===== src/rtl/graphics_processor_pkg.sv =====
// Shared opcodes, state encodings and burst geometry for the command-list processor.
package graphics_processor_pkg;

    localparam int BURST_WORDS = 8;

    localparam logic [7:0] OP_STOP = 8'h00;
    localparam logic [7:0] OP_FILL = 8'h01;
    localparam logic [7:0] OP_LINE = 8'h02;

    typedef enum logic [2:0] {
        GP_IDLE,
        GP_FETCH,
        GP_DECODE,
        GP_FILL,
        GP_LINE_P0,
        GP_LINE_P1,
        GP_LINE_EMIT
    } gp_state_t;

    typedef enum logic [1:0] {
        FB_IDLE,
        FB_REQ,
        FB_RD0,
        FB_RD1
    } fb_state_t;

    // States that read the buffered word at ptr[4:2] and therefore need a valid block.
    function automatic logic reads_word(gp_state_t s);
        return (s == GP_DECODE) || (s == GP_LINE_P0) || (s == GP_LINE_P1);
    endfunction

endpackage


===== src/rtl/gp_fetch_buffer.sv =====
// Issues one 32-byte DDR read per start pulse and captures the two returned beats
// into an 8-word buffer that the decoder reads by word index.
module gp_fetch_buffer
    import graphics_processor_pkg::*;
(
    input  logic         clk,
    input  logic         rst,
    input  logic         start,
    input  logic [25:0]  blk_addr,
    input  logic         af_full,
    input  logic         rdf_valid,
    input  logic [127:0] rdf_dout,
    input  logic [2:0]   rd_idx,
    output logic         af_wr_en,
    output logic [30:0]  af_addr_din,
    output logic         rdf_rd_en,
    output logic         done,
    output logic [31:0]  rd_word
);

    fb_state_t   state;
    logic [31:0] words [BURST_WORDS];

    assign af_wr_en  = (state == FB_REQ) && !af_full;
    assign rdf_rd_en = ((state == FB_RD0) || (state == FB_RD1)) && rdf_valid;
    assign rd_word   = words[rd_idx];

    always_ff @(posedge clk) begin
        if (rst) begin
            state       <= FB_IDLE;
            af_addr_din <= '0;
            done        <= 1'b0;
        end else begin
            done <= 1'b0;
            case (state)
                FB_IDLE: begin
                    if (start) begin
                        af_addr_din <= {blk_addr, 5'b0};
                        state       <= FB_REQ;
                    end
                end
                FB_REQ: begin
                    if (!af_full) state <= FB_RD0;
                end
                FB_RD0: begin
                    if (rdf_valid) state <= FB_RD1;
                end
                FB_RD1: begin
                    if (rdf_valid) begin
                        state <= FB_IDLE;
                        done  <= 1'b1;
                    end
                end
                default: state <= FB_IDLE;
            endcase
        end
    end

    // Beat 0 lands in words 0-3, beat 1 in words 4-7; most-significant word first.
    always_ff @(posedge clk) begin
        if (rdf_rd_en) begin
            for (int i = 0; i < 4; i++) begin
                words[{state == FB_RD1, 2'(i)}] <= rdf_dout[127 - 32*i -: 32];
            end
        end
    end

endmodule


===== src/rtl/graphics_processor.sv =====
// Command-list processor: fetches command words from DDR, decodes them and
// dispatches FILL requests to the frame filler and LINE requests to the line engine.
module graphics_processor
    import graphics_processor_pkg::*;
(
    input  logic         clk,
    input  logic         rst,
    input  logic         rdf_valid,
    input  logic         af_full,
    input  logic [127:0] rdf_dout,
    output logic         rdf_rd_en,
    output logic         af_wr_en,
    output logic [30:0]  af_addr_din,
    input  logic         LE_ready,
    output logic [31:0]  LE_color,
    output logic [9:0]   LE_point,
    output logic         LE_color_valid,
    output logic         LE_x0_valid,
    output logic         LE_y0_valid,
    output logic         LE_x1_valid,
    output logic         LE_y1_valid,
    output logic         LE_trigger,
    output logic [31:0]  LE_frame,
    input  logic         FF_ready,
    output logic         FF_valid,
    output logic [23:0]  FF_color,
    output logic [31:0]  FF_frame,
    input  logic [31:0]  GP_CODE,
    input  logic [31:0]  GP_FRAME,
    input  logic         GP_valid
);

    gp_state_t   state;
    gp_state_t   ret_state;
    logic [31:0] ptr;
    logic [31:0] frame;
    logic        need_fetch;
    logic        fetch_start;
    logic        fb_done;
    logic [31:0] word;
    logic [7:0]  opcode;
    logic        word_last;
    logic [23:0] color;
    logic [9:0]  x0, y0, x1, y1;
    logic [2:0]  emit_step;

    logic        leave;
    logic        consume;
    logic        wrap_next;
    gp_state_t   leave_to;

    assign LE_frame  = frame;
    assign FF_frame  = frame;
    assign opcode    = word[31:24];
    assign word_last = &ptr[4:2];

    gp_fetch_buffer u_fetch (
        .clk         (clk),
        .rst         (rst),
        .start       (fetch_start),
        .blk_addr    (ptr[30:5]),
        .af_full     (af_full),
        .rdf_valid   (rdf_valid),
        .rdf_dout    (rdf_dout),
        .rd_idx      (ptr[4:2]),
        .af_wr_en    (af_wr_en),
        .af_addr_din (af_addr_din),
        .rdf_rd_en   (rdf_rd_en),
        .done        (fb_done),
        .rd_word     (word)
    );

    // Where the FSM goes when the current step completes, and whether it used up the last buffered word.
    always_comb begin
        leave     = 1'b0;
        consume   = 1'b0;
        leave_to  = GP_DECODE;
        wrap_next = need_fetch;
        case (state)
            GP_DECODE: begin
                if (opcode == OP_FILL || opcode == OP_LINE) begin
                    leave     = 1'b1;
                    consume   = 1'b1;
                    leave_to  = (opcode == OP_FILL) ? GP_FILL : GP_LINE_P0;
                    wrap_next = word_last;
                end
            end
            GP_FILL:      leave = FF_ready;
            GP_LINE_P0: begin
                leave     = 1'b1;
                consume   = 1'b1;
                leave_to  = GP_LINE_P1;
                wrap_next = word_last;
            end
            GP_LINE_P1: begin
                leave     = 1'b1;
                consume   = 1'b1;
                leave_to  = GP_LINE_EMIT;
                wrap_next = word_last;
            end
            GP_LINE_EMIT: leave = (emit_step == 3'd5);
            default: ;
        endcase
    end

    always_ff @(posedge clk) begin
        if (rst) begin
            state          <= GP_IDLE;
            ret_state      <= GP_DECODE;
            need_fetch     <= 1'b0;
            fetch_start    <= 1'b0;
            ptr            <= '0;
            frame          <= '0;
            emit_step      <= '0;
            FF_valid       <= 1'b0;
            FF_color       <= '0;
            LE_color       <= '0;
            LE_point       <= '0;
            LE_color_valid <= 1'b0;
            LE_x0_valid    <= 1'b0;
            LE_y0_valid    <= 1'b0;
            LE_x1_valid    <= 1'b0;
            LE_y1_valid    <= 1'b0;
            LE_trigger     <= 1'b0;
        end else begin
            fetch_start    <= 1'b0;
            FF_valid       <= 1'b0;
            LE_color_valid <= 1'b0;
            LE_x0_valid    <= 1'b0;
            LE_y0_valid    <= 1'b0;
            LE_x1_valid    <= 1'b0;
            LE_y1_valid    <= 1'b0;
            LE_trigger     <= 1'b0;

            case (state)
                GP_IDLE: begin
                    if (GP_valid) begin
                        ptr         <= GP_CODE;
                        frame       <= GP_FRAME;
                        need_fetch  <= 1'b0;
                        ret_state   <= GP_DECODE;
                        fetch_start <= 1'b1;
                        state       <= GP_FETCH;
                    end
                end
                GP_FETCH: begin
                    if (fb_done) state <= ret_state;
                end
                GP_DECODE: begin
                    color <= word[23:0];
                    if (opcode == OP_STOP || !leave) state <= GP_IDLE;
                end
                GP_FILL: begin
                    if (FF_ready) begin
                        FF_valid <= 1'b1;
                        FF_color <= color;
                    end
                end
                GP_LINE_P0: begin
                    x0 <= word[25:16];
                    y0 <= word[9:0];
                end
                GP_LINE_P1: begin
                    x1        <= word[25:16];
                    y1        <= word[9:0];
                    emit_step <= 3'd0;
                end
                GP_LINE_EMIT: begin
                    case (emit_step)
                        3'd0: if (LE_ready) begin
                            LE_color_valid <= 1'b1;
                            LE_color       <= {8'h00, color};
                            emit_step      <= 3'd1;
                        end
                        3'd1: begin LE_x0_valid <= 1'b1; LE_point <= x0; emit_step <= 3'd2; end
                        3'd2: begin LE_y0_valid <= 1'b1; LE_point <= y0; emit_step <= 3'd3; end
                        3'd3: begin LE_x1_valid <= 1'b1; LE_point <= x1; emit_step <= 3'd4; end
                        3'd4: begin LE_y1_valid <= 1'b1; LE_point <= y1; emit_step <= 3'd5; end
                        default: begin LE_trigger <= 1'b1; emit_step <= 3'd0; end
                    endcase
                end
                default: state <= GP_IDLE;
            endcase

            // Crossing past word 7 refetches the next block before any state that reads a word.
            if (leave) begin
                if (consume) ptr <= ptr + 32'd4;
                if (wrap_next && reads_word(leave_to)) begin
                    state       <= GP_FETCH;
                    ret_state   <= leave_to;
                    fetch_start <= 1'b1;
                    need_fetch  <= 1'b0;
                end else begin
                    state      <= leave_to;
                    need_fetch <= wrap_next;
                end
            end
        end
    end

endmodule


===== config.mk =====
export PLATFORM = sky130hd
export DESIGN_NAME = graphics_processor
export DESIGN_NICKNAME = d
export VERILOG_FILES = /design/src/rtl/graphics_processor_pkg.sv /design/src/rtl/gp_fetch_buffer.sv /design/src/rtl/graphics_processor.sv
export SDC_FILE = /design/constraint.sdc
export NUM_CORES = 1
export LEC_CHECK = 0
export CAP_MARGIN = 20
export CORE_MARGIN = 5
export CORE_UTILIZATION = 40
export CTS_CLUSTER_DIAMETER = 100
export CTS_CLUSTER_SIZE = 28
export DETAILED_ROUTE_END_ITERATION = 8
export PLACE_DENSITY = 0.7
export RECOVER_POWER = 50
export SLEW_MARGIN = 20
export SYNTH_ARGS = -nofsm -noshare
export SYNTH_HDL_FRONTEND = slang
export SYNTH_SLANG_ARGS = --single-unit

===== constraint.sdc =====
create_clock -name clk -period 10.2 [get_ports clk]
set_input_delay 1.53 -clock clk [delete_from_list [all_inputs] [get_ports clk]]
set_output_delay 1.53 -clock clk [all_outputs]
set_load 0.005 [all_outputs]

== Yosys cells after proc, flatten, opt, wreduce, memory -nomap -nowiden ==
Memories as Yosys holds them, arrays and structs flattened. A register that Yosys moved wholly into a read port is not among the register bits.
Index checks and enable logic that the tools add are counted.

* Bits in registers: 233
* RAM bits: 256
* Input port bits: 199
* Output and inout bits: 170
* Logic and storage cells: 148
* Memories: 1

{| class="wikitable"
|+ Memories
! name !! depth !! width !! read ports !! clocked after Yosys merged registers in !! wr ports !! RTL line !! text
|-
| u_fetch.words || 8 || 32 || 1 || 1 || 4 || gp_fetch_buffer.sv:22 || <nowiki>logic [31:0] words [BURST_WORDS];</nowiki>
|}

* Add/subtract/negate cells: 1
* Equal/unequal tests: 28
* Multiplexer cells: 50
* Bitwise gates (word level): 5
* Reduce and logical (&&, ||, !) cells: 38

{| class="wikitable"
|+ Operator list
! kind !! number
|-
| $mux 32 || 4
|-
| $pmux 10 s4 || 1
|-
| $mux 3 || 13
|-
| $add 32x3->32 const B || 1
|-
| $eq 3x3->1 const B || 7
|-
| $mux 1 || 20
|-
| $reduce_and 2->1 || 9
|-
| $eq 3x2->1 const B || 5
|-
| $pmux 3 s5 || 1
|-
| $pmux 3 s4 || 1
|-
| $ne 3x3->1 const B || 3
|-
| $pmux 3 s3 || 1
|-
| $eq 8x1->1 const B || 1
|-
| $eq 8x2->1 const B || 1
|-
| $logic_not 8->1 || 1
|-
| $mux 2 || 4
|-
| $ne 2x2->1 const B || 4
|-
| $pmux 2 s4 || 1
|-
| $reduce_and 4->1 || 2
|-
| $reduce_or 2->1 || 4
|-
| $eq 3x1->1 const B || 2
|-
| $logic_not 3->1 || 2
|-
| $pmux 3 s2 || 1
|-
| $reduce_and 3->1 || 2
|-
| other kinds (16) || 31
|}

== Depth between registers and ports, before layout ==
* Depth in word-level cells: 10
* Gate-level depth with buffers: 10
* Mapped depth without buffers: 8

== By module ==
From an unflattened synthesis, not the netlist that was laid out.

* Cells, all modules: 1381
* Area total of the unflattened synthesis: 19128.3 um2

{| class="wikitable"
|+ Modules (own cells, without submodules)
! module !! instances !! cells each !! area an instance (um2) !! sequential area each (um2)
|-
| gp_fetch_buffer || 1 || 516 || 10911.7 || 8267.9
|-
| graphics_processor || 1 || 865 || 8216.6 || 4664.5
|}

== Worst setup path before layout ==
OpenSTA, ideal clock, no wires.

* Path type: input to register
* Start point: input rdf_valid
* End point: memory u_fetch.words[0][0] (enable)
* Library setup time: 0.632 ns
* Data arrival time: 7.352 ns
* Data required time: 9.568 ns
* Setup slack: 2.215 ns
* Cell stages on the path: 2
* Buffers on the path: 0
* Cell sequence: nor2b_1 -> nor2b_1

{| class="wikitable"
|+ RTL lines
! element !! RTL line !! text
|-
| start, declared || graphics_processor.sv:8 || <nowiki>input logic rdf_valid,</nowiki>
|-
| end, declared || gp_fetch_buffer.sv:22 ||
|}

== Worst setup path in the final report ==
* Start point: register ptr[3]
* End point: register ptr[14]

* Cells in the longest elaborated chain, start to end: 3

{| class="wikitable"
|+ RTL lines
! element !! RTL line !! text
|-
| start, declared || graphics_processor.sv:35 || <nowiki>logic [31:0] ptr;</nowiki>
|-
| start signal, assigned || graphics_processor.sv:187 || <nowiki>if (consume) ptr <= ptr + 32'd4;</nowiki>
|-
| $add 32x3->32 || graphics_processor.sv:187 ||
|-
| $mux 32 || graphics_processor.sv:187 ||
|-
| $mux 32 || graphics_processor.sv:186 || <nowiki>if (leave) begin</nowiki>
|}

Every way passes these cells.
A chain may end at the register's enable or synchronous reset.

==> run metrics <==
Post-synth top cells=336 x nand2_1, 320 x edfxtp_1, 166 x dfxtp_1; DRT iter0 DRCs=1,035; final hold vios=0; Synth async-reset ratio=0%; setup TNS=0 ns; WL final=47.19 mm; post-cts hold buffer count=0; Peak VDD IR=0.1250 mV; Synth cell types=74; Worst-path clk slew=0.11 ns; Worst path max stage delay=2.81 ns; initial antenna violation count=3; worst endpoint data arrival time=7.07 ns; Root Buffer=clkbuf_16; num rows=80; post-synth top area share=50.46%; first-pass GRT wire length=72.37 mm; Final Non-Filler Cells=2,399; detailed placement HPWL=32.92 mm; fillers=4,139; critical path, cell by cell=clkbuf_1 > nand3_1 > o22ai_1 > a211oi_1 > and4_1 > a211oi_4 > a21oi_1 > a311oi_1; final non-filler cell area=0.02343 mm²; final net count=1,975; Worst Tran Pin Value=4.049 ns; largest fanout on the critical path=68; Clock H-tree levels=1; Post-DRT Antenna Nets=0; synthesized instance count=1,495; slowest stage cell, crit path=clkbuf_1; count leader, synth=nand2_1; highest metal used=met5; Final setup viols=0; area post-placement=0.02284 mm²; Die ar.=0.05207 mm²; Port Buffer Count=352; GRT Util Overall=17.32%; via count=12,560; post-cts sizing count=0; final period utilization=64.95%; Num CTS Buffers=21; Final Skew=0.01279 ns; Ys Warns=0; Worst Hold Class=reg2reg; met3 wire len=2.668 mm; Seq/Total Area, Yosys=67.91%; CP required=10.65 ns; Main synth FF type=edfxtp_1; gr ovfl total=0; failing checks=capacitance limit, slew limit; CORE AREA=0.04745 mm²; PwrDens=176.7 mW/mm²; dominant cell type by area after synthesis=edfxtp_1; fin util=49.38%; CP startpoint kind=flip-flop; clk sinks=486; Total Power=4139 µW; Die Wd=228.2 µm; Final GP Congestion=0.8197; #FFs+latches synth=486; Max Slew Vio Count=226; dpl cells=2,360; met2 WL post-DR=23.20 mm; I/O Pins=369; max-cap violations=4; DRC errors left=0; Leak=0.007495 µW; Final min period=6.625 ns; Wirelength per Cell=19.67 µm; largest cells by area after synthesis=edfxtp_1 50%, dfxtp_1 17%, nand2_1 6.6%; Skew-Pair Late Insertion Delay=0.57 ns; clock buffer depth=3; Via density=5.237; RSZ-0062 raised after global routing=no; outcome=finished, violations left; P&R area growth vs syn=23.02%; Initial Utilization=40.14%; number of global-route vias before repair=12,560; largest net degree at the start of global routing=81; WL met1=20.51 mm; postcts setup bufs=0; Die Ht=228.2 µm; Rel. slew slack=-170.0%; CTS tree=built; critical path class=reg2reg; Worst setup EP type=flip-flop; drt pass-1 iters=5; share of cells above drive strength 1=6.338%; average cell area after synthesis=12.74 µm²; Synth Cell Area=0.01904 mm²; Max Clock Freq=150.9 MHz; Post-synth EDFFs=320
==> power by group <==
group | total (µW) | internal [µW] | switching [µW] | leakage, µW
registers | 2390 | 2300 | 89.9 | 0.00423
clock network | 986 | 397 | 590 | 0.000286
logic | 766 | 339 | 427 | 0.00298
total | 4140 | 3030 | 1110 | 0.00750
==> path summary, 6_finish.rpt <==
path / from / to / slack (ns) / cells past startpoint
max: ptr[3] / ptr[14] / 3.57 / 8
min: LE_color[8] / LE_color[8] / 0.46 / 2
max reg2reg: ptr[3] / ptr[14] / 3.57 / 8
min reg2reg: LE_color[8] / LE_color[8] / 0.46 / 2
==> cell families after synthesis <==
logic type | Yosys count | synth area share (%)
AND/OR/NAND/NOR | 509 | 11.68
flip-flops | 486 | 67.91
AO/OA/AOI/OAI | 286 | 9.330
buffers and inverters | 149 | 4.106
multiplexers | 55 | 6.399
adder cells (fa/ha/maj) | 7 | 0.4599
XOR/XNOR | 2 | 0.09200
other | 1 | 0.01969
==> registers in the layout (all words and copies together) (netlist names), 2 cells and up <==
name and cells:
FF_color 24, FF_frame 32, LE_color 24, LE_point 10
color 24, emit_step 3, ptr 29, ret_state 3
state 3, u_fetch.af_addr_din 26, u_fetch.state 2, u_fetch.words 256
x0 10, x1 10, y0 10, y1 10
==> final cells by class <==
cell class	count	area [µm²]	area share, %
repair buffers	372	3672	15.68
clock buffers	33	570.5	2.436
clock inverters	4	33.78	0.1442
multi-input cells	872	5383	22.98
inverters	16	60.06	0.2564
well taps	615	769.5	3.285
diodes	1	2.502	0.01068
flip-flops and latches	486	12930	55.22
==> per-layer routing <==
metal | vias up | GRT usage (%)
li1 | 5944 | -
met1 | 6173 | 23.16
met2 | 395 | 30.18
met3 | 50 | 2.910
met4 | 2 | 3.403
met5 | - | 0
==> metrics by stage <==
step / hold WS [ns] / worst slack (ns)
after detailed placement: 0.4455 / 5.759
after global placement: 0.4423 / 5.839
after CTS: 0.4600 / 5.896
after global routing: 0.4814 / 2.971
final: 0.4606 / 3.575
after floorplan: 0.4445 / 2.215
==> critical path: cells and delay by family, from the launching register on <==
| kind | cells | cell delay [ns] |
|---|---|---|
| AND/OR/NAND/NOR | 2 | 1.32 |
| AO/OA/AOI/OAI | 5 | 2.04 |
| buffers and inverters | 1 | 2.81 |
| flip-flops | 1 | 0.33 |
==> layout by cell type (no fill, tap or decap), types with 4 or more instances in the layout <==
cell type / count
a211oi_1: 14
a21oi_1: 165
a221oi_1: 14
a22oi_1: 15
a311oi_1: 4
and2_1: 4
buf_4: 13
clkbuf_1: 18
clkbuf_16: 21
clkdlybuf4s50_1: 222
conb_1: 13
dfxtp_1: 164
dlygate4sd3_1: 129
edfxtp_1: 320
ha_1: 7
inv_1: 15
mux4_2: 51
nand2_1: 336
nand2b_1: 7
nand3_1: 17
nand4_1: 9
nor2_1: 57
nor2b_1: 19
nor3_1: 18
nor4_1: 12
o21ai_0: 8
o22ai_1: 24
o31a_1: 5
o31ai_1: 5
or3_1: 5
Note: power is estimated with default switching activity, not from simulation.
